### src/rtl/cpu_run_ctrl.sv
// Run/halt/step sequencer for the single-cycle RV32 core.
// Holds the core in reset for RST_CYCLES cycles, then gates its progress with
// a per-cycle enable driven by RUN/STEP/HALT/RESET commands and a PC
// breakpoint. Retired instructions are counted one per enabled cycle.
module cpu_run_ctrl #(
   parameter int RST_CYCLES = 4,
   parameter int STEP_W     = 16,
   parameter int CNT_W      = 32
) (
   input  logic              clk,
   input  logic              rst,
   input  logic              cmd_valid,
   output logic              cmd_ready,
   input  logic [1:0]        cmd_op,
   input  logic [STEP_W-1:0] cmd_arg,
   input  logic              bp_en,
   input  logic [31:0]       bp_addr,
   input  logic [31:0]       pc,
   output logic              cpu_rst,
   output logic              cpu_en,
   output logic [1:0]        state,
   output logic              halt_evt,
   output logic [1:0]        halt_cause,
   output logic [CNT_W-1:0]  retired
);

   localparam logic [1:0] S_CPU_RST = 2'd0;
   localparam logic [1:0] S_HALTED  = 2'd1;
   localparam logic [1:0] S_RUN     = 2'd2;
   localparam logic [1:0] S_STEP    = 2'd3;

   localparam logic [1:0] OP_RESET = 2'd0;
   localparam logic [1:0] OP_RUN   = 2'd1;
   localparam logic [1:0] OP_STEP  = 2'd2;
   localparam logic [1:0] OP_HALT  = 2'd3;

   localparam logic [1:0] CAUSE_CMD  = 2'd0;
   localparam logic [1:0] CAUSE_BP   = 2'd1;
   localparam logic [1:0] CAUSE_STEP = 2'd2;

   // Reset counter counts RST_CYCLES-1 down to 0; keep at least one bit.
   localparam int             RC_W    = (RST_CYCLES > 1) ? $clog2(RST_CYCLES) : 1;
   localparam logic [RC_W-1:0] RC_LOAD = RC_W'(RST_CYCLES - 1);

   logic [RC_W-1:0]   rst_cnt;
   logic [STEP_W-1:0] steps;
   logic              bp_skip;

   logic active;
   logic fire;
   logic fire_reset;
   logic fire_run;
   logic fire_step;
   logic fire_halt;
   logic bp_hit;

   // Saturating increment: the counter sticks at all-ones instead of wrapping.
   function automatic logic [CNT_W-1:0] sat_inc(input logic [CNT_W-1:0] v);
      return (&v) ? v : v + CNT_W'(1);
   endfunction

   // Command handshake, breakpoint detection and core enable.
   always_comb begin
      active     = (state == S_RUN) || (state == S_STEP);
      cmd_ready  = (state != S_CPU_RST);
      fire       = cmd_valid & cmd_ready;
      fire_reset = fire & (cmd_op == OP_RESET);
      fire_run   = fire & (cmd_op == OP_RUN);
      fire_step  = fire & (cmd_op == OP_STEP);
      fire_halt  = fire & (cmd_op == OP_HALT);
      // bp_skip lets the core step off a breakpoint PC it was halted on.
      bp_hit     = bp_en & (pc == bp_addr) & ~bp_skip & active;
      cpu_en     = active & ~bp_hit & ~fire_reset & ~fire_halt;
   end

   // Sequencer state, reset timing, step countdown and halt reporting.
   always_ff @(posedge clk or posedge rst) begin
      if (rst) begin
         state      <= S_CPU_RST;
         rst_cnt    <= RC_LOAD;
         cpu_rst    <= 1'b1;
         halt_evt   <= 1'b0;
         halt_cause <= CAUSE_CMD;
         steps      <= '0;
         bp_skip    <= 1'b0;
      end else begin
         halt_evt <= 1'b0;
         if (cpu_en) begin
            bp_skip <= 1'b0;
         end
         case (state)
            S_CPU_RST: begin
               if (rst_cnt == '0) begin
                  state   <= S_HALTED;
                  cpu_rst <= 1'b0;
               end else begin
                  rst_cnt <= rst_cnt - 1'b1;
               end
            end
            S_HALTED: begin
               if (fire_reset) begin
                  state   <= S_CPU_RST;
                  rst_cnt <= RC_LOAD;
                  cpu_rst <= 1'b1;
               end else if (fire_run) begin
                  state   <= S_RUN;
                  bp_skip <= 1'b1;
               end else if (fire_step && (cmd_arg != '0)) begin
                  state   <= S_STEP;
                  steps   <= cmd_arg;
                  bp_skip <= 1'b1;
               end
            end
            default: begin
               // RUN or STEP; RUN/STEP commands arriving here are ignored.
               if (fire_reset) begin
                  state   <= S_CPU_RST;
                  rst_cnt <= RC_LOAD;
                  cpu_rst <= 1'b1;
               end else if (bp_hit) begin
                  state      <= S_HALTED;
                  halt_evt   <= 1'b1;
                  halt_cause <= CAUSE_BP;
               end else if (fire_halt) begin
                  state      <= S_HALTED;
                  halt_evt   <= 1'b1;
                  halt_cause <= CAUSE_CMD;
               end else if ((state == S_STEP) && cpu_en) begin
                  if (steps == STEP_W'(1)) begin
                     state      <= S_HALTED;
                     halt_evt   <= 1'b1;
                     halt_cause <= CAUSE_STEP;
                  end else begin
                     steps <= steps - 1'b1;
                  end
               end
            end
         endcase
      end
   end

   // Retired-instruction counter: one per enabled cycle, cleared by RESET.
   always_ff @(posedge clk or posedge rst) begin
      if (rst) begin
         retired <= '0;
      end else if (fire_reset) begin
         retired <= '0;
      end else if (cpu_en) begin
         retired <= sat_inc(retired);
      end
   end

endmodule

### config.mk
export PLATFORM = sky130hd
export DESIGN_NAME = cpu_run_ctrl
export DESIGN_NICKNAME = d
export VERILOG_FILES = /design/src/rtl/cpu_run_ctrl.sv
export SDC_FILE = /design/constraint.sdc
export NUM_CORES = 1
export LEC_CHECK = 0
export BUFFER_PORTS_ARGS = -buffer_cell sky130_fd_sc_hd__buf_4
export CAP_MARGIN = 10
export CORE_ASPECT_RATIO = 1.5
export CORE_UTILIZATION = 30
export CTS_BUF_LIST = sky130_fd_sc_hd__clkbuf_4 sky130_fd_sc_hd__clkbuf_8
export CTS_CLUSTER_SIZE = 30
export DETAILED_ROUTE_END_ITERATION = 12
export GPL_ROUTABILITY_DRIVEN = 0
export GPL_TIMING_DRIVEN = 0
export MAX_ROUTING_LAYER = met4
export SYNTH_ARGS = -nofsm -noshare
export SYNTH_HDL_FRONTEND = slang
export SYNTH_SLANG_ARGS = --single-unit
### constraint.sdc
create_clock -name clk -period 2.7 [get_ports clk]
set_clock_uncertainty 0.2 [all_clocks]
set_input_delay 0 -clock clk [delete_from_list [all_inputs] [get_ports clk]]
set_output_delay 0 -clock clk [all_outputs]
set_load 0.02 [all_outputs]
Yosys cells after proc, flatten, opt, wreduce, memory -nomap -nowiden
Cells that the tools add are included.
Word-level totals
  bits of input ports: 86
  bits in registers: 57
  word-level logic and storage cells: 111
  output and inout bits: 40
Operators by class
  equal/unequal tests: 17
  reductions and logical operators: 23
  muxes and demuxes: 43
  $add $sub $neg: 3
  bitwise operators: 17
Operator list (number)
  $mux W16: 8
  $mux W32: 3
  $add A32 B1 Y32 const B: 1
  $eq A32 B32 Y1: 1
  $mux W2: 16
  $pmux W16 S2: 1
  $reduce_and A32 Y1: 1
  $eq A16 B1 Y1 const B: 1
  $reduce_bool A16 Y1: 1
  $sub A16 B1 Y16 const B: 1
  $mux W1: 14
  $reduce_bool A6 Y1: 2
  $and A1 B1 Y1: 11
  $ne A2 B2 Y1 const B: 5
  $eq A2 B2 Y1 const B: 4
  $reduce_and A4 Y1: 2
  $reduce_and A8 Y1: 1
  $reduce_bool A2 Y1: 4
  $logic_not A2 Y1: 3
  $ne A2 B1 Y1 const B: 3
  $not A1 Y1: 6
  $reduce_and A2 Y1: 3
  $reduce_bool A3 Y1: 2
  $eq A2 B1 Y1 const B: 2
  other kinds (6): 7

Depth between registers and ports, before layout
Gate-level depths: netlist of the first run.
  word-level depth: 14
  gate-level depth with buffers: 10
  mapped depth without buffers: 8

Worst setup path before layout of the first run
Ideal clock, no wire load.
  kind: register to register
  from: reg retired[0]
  to: reg retired[23]
  buffers on the path: 2
  period minus slack after synthesis: 2.559 ns
  setup time: 0.078 ns
  data arrival time: 2.281 ns
  slack: 0.141 ns
  cell stages (with the launch flop): 11
  data required time: 2.422 ns
  path through: dfrtp_1 > ha_1 > and4_4 > and4_4 > buf_6 > and4_4 > nor4b_4 > nand3_2 > buf_6 > or3_1 > a21oi_1
On the way
  word-level cells in the longest chain between the ends: 4
  elaborated cells between the ends (all ways): 7
  classes of those cells: add/sub (1); eq/ne (1); mux (3); reduce/logical (2)
RTL lines
  from (decl): line 24  | output logic [CNT_W-1:0] retired
  from (signal assigned): line 149  | retired <= sat_inc(retired);
  $add A32 B1 Y32: line 59  | return (&v) ? v : v + CNT_W'(1);
  $mux W32: line 59
  $mux W32: line 148  | end else if (cpu_en) begin
  $mux W32: line 146  | end else if (fire_reset) begin
Several ways; a longest one is shown, not always the timed one. The select of a mux whose other input is x is not followed.
A chain may end at the register's enable or synchronous reset.

Final worst setup path of the first run
  from: reg retired[1]
  to: reg retired[25]
The elaborated chain is that of the path after synthesis.

==> flow_summary.ini, run 1 <==
[outcome]
status = complete, no violations

[critical_path]
required_ns = 2.76
arrival_ns = 2.67
critical_path.max_fanout = 7
crit_type = register to register
cp_top_family = simple AND/OR/NAND/NOR gates
cp_cell_sequence = ha_2 > and4_4 > and4_4 > buf_6 > and4_4 > nor4b_4 > nand3_2 > buf_6 > or3_1 > a21oi_1
crit_path_top_delay_cell = dfrtp_1
crit_buf_inv = 2
cp-start-kind = register
cpMostUsedCell = and4_4
end_kind = register
slowest_delay_ns = 0.41

[finish]
layout.nets = 668
final_common_cell = buf_4
final_cell_mix = 130 x buf_4, 54 x dfrtp_1, 37 x nand2_1
drive_gt1_share_pct = 31.4
antennaDiodeCount = 0
area_growth_pct = 43.7
n_fill_cell = 1201

[clocking]
clkLatencyLatePin_ns = 0.34
cts.path.max_buffers = 2
cts_tree = built
cts_buffers = 9
clk_pin_slew_worst_paths_ns = 0.07
htreeDepth = 3
clock-sinks = 57
cts_root_buf = clkbuf_8

[timing]
fin_crit_sh_pct = 96.8
slew_violations = 0
relSlewSlack_pct = 61.9
hold_viol_final = 0
setup_ws_ns = 0.0870
setup_viol = 0
period_minus_slack_ns = 2.61
max_freq_mhz = 383
worstMarginPinSlew_ns = 0.572

[pwr]
ir_drop_mv = 0.332
power_density_nw_per_um2 = 642
finalPower_mw = 3.36
leakage_nw = 2.25

[global_route]
grt_pass1_wl_mm = 18.5
antenna_found_initial = 0
grt_max_degree = 39
grt_usage_pct = 19.2
overflow = 0
grt_pass1_vias = 3805

[detailed_routing]
wl_per_cell_um = 15.8
drc_errors = 0
drtIter0Drc = 102
ant_nets = 0
drt-vias-per-instance = 5.20
firstDrtPassIters = 6
drt_wl_total_mm = 11.6
num_vias = 3809

[yosys]
ys_seq_area_share_pct = 39.3
synthCells = 415
yosys_warnings = 0
yosys.area.top_type = dfrtp_1
synth_flop_cell = dfrtp_1
synth_edf_count = 0
synthesis.area_sq_um = 3640
avgSynthCellArea_sq_um = 8.78
syn_nets = 505
async_reset_ff_share_pct = 100
yosysTopAreaCellShare_pct = 37.1
synth_cell_types = 50
synthTopCellsByArea = dfrtp_1 37%, xnor2_1 7.2%, a21oi_1 4.5%, o22a_1 4.1%, nand2_1 3.8%
ys_seq_elements = 57

[placed_design]
port_buffers = 124
hpwl_mm = 8.84
place_ws_ns = -0.0980

[floorplanning]
fp.dieArea_sq_um = 12600
ios = 126
core_area_sq_um = 11700
die_width_um = 92.0
num_rows = 48
die_h_um = 137
initial_utilization_pct = 31.3

[run]
drv_cap = 0

[worst_hold_path]
min_path_type = input port to register
[report_power, final]
part           switching [mW]  internal (mW)
registers               0.160           1.05
logic                   0.810          0.591
clock network           0.350          0.399
total                    1.32           2.04
[worst paths after layout]
kind / startpoint / endpoint / slack, ns / cells past startpoint
setup / recovery: retired[1]$_DFFE_PP0P_ / retired[25]$_DFFE_PP0P_ / 0.09 / 10
hold / removal: cmd_op[0] / bp_skip$_DFF_PP0_ / 0.03 / 4
setup reg to reg: retired[1]$_DFFE_PP0P_ / retired[25]$_DFFE_PP0P_ / 0.09 / 10
hold reg to reg: cpu_rst$_DFFE_PP1P_ / cpu_rst$_DFFE_PP1P_ / 0.28 / 2
max in group asynchronous: rst / rst_cnt[0]$_DFFE_PP1P_ / 1.63 / 4
min in group asynchronous: rst / retired[8]$_DFFE_PP0P_ / 0.04 / 3
[state kept, by name, indices dropped and copies added, names as in the netlist]
name        cells
bp_skip         1
halt_evt        1
cpu_rst         1
rst_cnt         2
steps          16
state           2
halt_cause      2
retired        32
[metal layers]
layer / global-route usage, % / up-vias / part of all wire, %
met2: 35.4 / 114 / 55
met1: 21.2 / 1811 / 40
li1: - / 1866 / -
met4: 5.73 / 0 / 1.4
met5: - / - / 0
met3: 3.11 / 18 / 4.0
[cells by family after synthesis]
family,share of synthesized area [%]
simple gates,25.0
compound gates,20.1
flops,39.3
buf+inv,4.53
xor+xnor,8.41
mux,1.37
fa+ha+maj,1.37
[layout make-up]
cell class / count / area, sq um / share of cell area [%]
timing repair buffer: 152 / 1200 / 22.9
clock inverter: 3 / 15.0 / 0.287
clock buffer: 13 / 166 / 3.18
inverter: 17 / 63.8 / 1.22
buffer: 20 / 106 / 2.03
tap: 150 / 188 / 3.59
sequential: 57 / 1430 / 27.3
multi-input combinational: 321 / 2060 / 39.4
[worst register-to-register path, cell delays in order (launching register included)]
cell and delay (ns):
dfrtp_1 0.41, ha_2 0.21, and4_4 0.20, and4_4 0.19, buf_6 0.12, and4_4 0.19, nor4b_4 0.27, nand3_2 0.15
buf_6 0.16, or3_1 0.30, a21oi_1 0.13
[cell usage after synthesis, types with 5 or more instances]
cell type and count:
nand2_1 37, a31oi_1 6, nand3_1 18, nand4_1 16, xnor2_1 30, or3_1 20
xor2_1 5, o211ai_1 9, dfrtp_1 54, inv_1 16, o31ai_1 7, a21oi_1 33
buf_2 9, o21ai_0 26, mux2i_1 5, clkbuf_1 9, nor2_1 27, o22a_1 17
nor3_1 11, nor4_1 8
[repair_timing]
| action | in CTS | in global routing |
|---|---|---|
| gates resized for setup | 1 | 5 |
| gates cloned | 0 | 1 |
| endpoints found under the hold margin | 77 | 0 |
| hold buffers | 20 | 0 |
| pin swaps | 0 | 6 |
| setup endpoints to repair | 16 | 20 |
| setup buffers | 1 | 5 |
[per-stage QoR]
stage	TNS [ns]	hold WS, ns	util (%)	instance area (sq um)	std cells
after floorplan	0	-0.00974	-	3640	415
after global placement	-0.388	0.102	40.9	4760	689
after detailed placement	-0.724	-0.145	41.0	4780	690
after CTS	0	0.0124	44.4	5180	727
after global routing	-0.0898	0.0669	44.9	5240	733
final	0	0.0330	44.9	5240	733
Power figures use the tool's default switching activity.
==> run 2, diff against run 1 <==
--- a/config.mk
+++ b/config.mk
@@ -15,6 +15,7 @@
 export GPL_ROUTABILITY_DRIVEN = 0
 export GPL_TIMING_DRIVEN = 0
 export MAX_ROUTING_LAYER = met4
+export RECOVER_POWER = 50
 export SYNTH_ARGS = -nofsm -noshare
 export SYNTH_HDL_FRONTEND = slang
 export SYNTH_SLANG_ARGS = --single-unit
==> flow_summary.ini, run 2 (synthesized netlist as in run 1, its figures left out) <==
[clocking]
clkLatencyLatePin_ns = 0.34
clock-sinks = 57
cts_root_buf = clkbuf_8
cts_tree = built
cts.path.max_buffers = 2
clk_pin_slew_worst_paths_ns = 0.07
cts_buffers = 9
htreeDepth = 3

[pwr]
power_density_nw_per_um2 = 650
leakage_nw = 2.17
sw_frac_of_total_pct = 39.4
p_comb_share_pct = 41.5
p_int_mw = 2.03
seqPwrFrac_pct = 36.1
p_switching_mw = 1.32
ir_drop_mv = 0.333
pwr-share-clk_pct = 22.4

[timing]
worstMarginPinSlew_ns = 1.00
setup_viol = 0
hold_viol_final = 0
relSlewSlack_pct = 33.3
fin_crit_sh_pct = 96.9
max_freq_mhz = 382
tns_ns = 0
holdWs_ns = 0.0393
slew_violations = 0
period_minus_slack_ns = 2.62

[detailed_routing]
drc_errors = 0
firstDrtPassIters = 5
drt_wl_total_mm = 11.6
ant_nets = 0
num_vias = 3805
wl_per_cell_um = 15.8
drtIter0Drc = 107
drt-vias-per-instance = 5.19

[critical_path]
cp_cell_sequence = ha_2 > and4_4 > and4_4 > buf_6 > and4_4 > nor4b_4 > nand3_2 > buf_6 > or3_1 > a21oi_1
cpMostUsedCell = and4_4
crit_type = register to register
arrival_ns = 2.67
required_ns = 2.76
slowest_delay_ns = 0.40
end_kind = register
crit_path_top_delay_cell = dfrtp_1
critical_path.max_fanout = 7
cp-start-kind = register

[finish]
design_area_sq_um = 5150
layout.nets = 668
area_growth_pct = 41.4
top_regs = retired (32), steps (16)
largest_register_ffs = 32
drive_gt1_share_pct = 28.1
antennaDiodeCount = 0
final_cell_mix = 111 x buf_4, 54 x dfrtp_1, 37 x nand2_1
final_cell_count_no_fill = 733
final_common_cell = buf_4
top_register = retired

[floorplanning]
num_rows = 48
initial_utilization_pct = 31.3
core_area_sq_um = 11700
fp.dieArea_sq_um = 12600
ios = 126
die_width_um = 92.0
die_h_um = 137

[run]
drv_cap = 0

[global_route]
grt_usage_pct = 19.2
grt_pass1_vias = 3805
overflow = 0
grt_pass1_wl_mm = 18.5
antenna_found_initial = 0
grt_max_degree = 39

[worst_hold_path]
min_path_type = input port to register

[placed_design]
dpl-instance-area_sq_um = 4780
post-place-cells = 690
port_buffers = 124
hpwl_mm = 8.84

[outcome]
status = complete, no violations
-- run 2: changes by cell type in the layout (fill, tap and decap cells not counted) --
cell / previous run / this run
clkbuf_2: 0 / 1
clkbuf_1: 9 / 27
clkbuf_4: 4 / 5
buf_12: 1 / 0
inv_1: 15 / 16
buf_4: 130 / 111
inv_2: 1 / 0
-- run 2: power groups by stage --
stage / clock network (mW) / logic (mW) / registers, mW
after global routing: 0.811 / 1.53 / 1.23
final: 0.749 / 1.39 / 1.21
after floorplan: 0 / 0.806 / 1.25
after detailed placement: 0 / 1.33 / 1.23
after global placement: 0 / 1.30 / 1.23
after CTS: 0.769 / 1.38 / 1.21
-- run 2: critical path, delay by kind of cell (launching register included) --
family | cells | cell delay (ns)
DFF | 1 | 0.40
buffers and inverters | 2 | 0.28
AOI/OAI and AO/OA | 1 | 0.13
and+or+nand+nor | 6 | 1.29
adders and majority gates | 1 | 0.21
-- run 2: final cells by class --
| cell class | instances | area (sq um) |
|---|---|---|
| Fill cell | 1220 | 6500 |
| Multi-Input combinational cell | 321 | 2060 |
| Sequential cell | 57 | 1430 |
| Timing Repair Buffer | 152 | 1120 |
| Tap cell | 150 | 188 |
| Clock buffer | 13 | 166 |
| Buffer | 20 | 106 |
| Inverter | 17 | 63.8 |
| Clock inverter | 3 | 15.0 |
-- run 2: final timing paths --
| check | slack, ns | cells after the start | to | from |
|---|---|---|---|---|
| min in group asynchronous | 0.17 | 3 | retired[8]$_DFFE_PP0P_ | rst |
| worst min-delay path | 0.04 | 4 | bp_skip$_DFF_PP0_ | cmd_op[0] |
| worst max register to register | 0.08 | 10 | retired[25]$_DFFE_PP0P_ | retired[1]$_DFFE_PP0P_ |
| max in group asynchronous | 0.68 | 4 | retired[2]$_DFFE_PP0P_ | rst |
| worst min register to register | 0.28 | 2 | cpu_rst$_DFFE_PP1P_ | cpu_rst$_DFFE_PP1P_ |
| worst max-delay path | 0.08 | 10 | retired[25]$_DFFE_PP0P_ | retired[1]$_DFFE_PP0P_ |
-- run 2: what timing repair did --
item,in CTS,in global routing
hold buffers,20,0
endpoints found under the setup margin,16,20
pin swaps,0,6
cloned,0,1
hold endpoints to repair,77,0
gates resized for setup,1,5
buffers inserted,1,5
-- run 2: routing by layer --
| layer | vias to the layer above | part of all wire [%] | GRT usage, % |
|---|---|---|---|
| met4 | 0 | 1.4 | 5.73 |
| met1 | 1802 | 40 | 21.2 |
| li1 | 1865 | - | - |
| met2 | 120 | 55 | 35.4 |
| met5 | - | 0 | - |
| met3 | 18 | 4.4 | 3.11 |
-- run 2: metrics by stage --
stage | utilization, % | setup slack [ns] | power, mW
after CTS | 44.4 | 0.00919 | 3.36
after detailed placement | 41.0 | -0.0980 | 2.57
after floorplan | - | 0.141 | 2.05
after global routing | 44.2 | -0.0260 | 3.57
final | 44.2 | 0.0845 | 3.35
after global placement | 40.9 | -0.0515 | 2.53
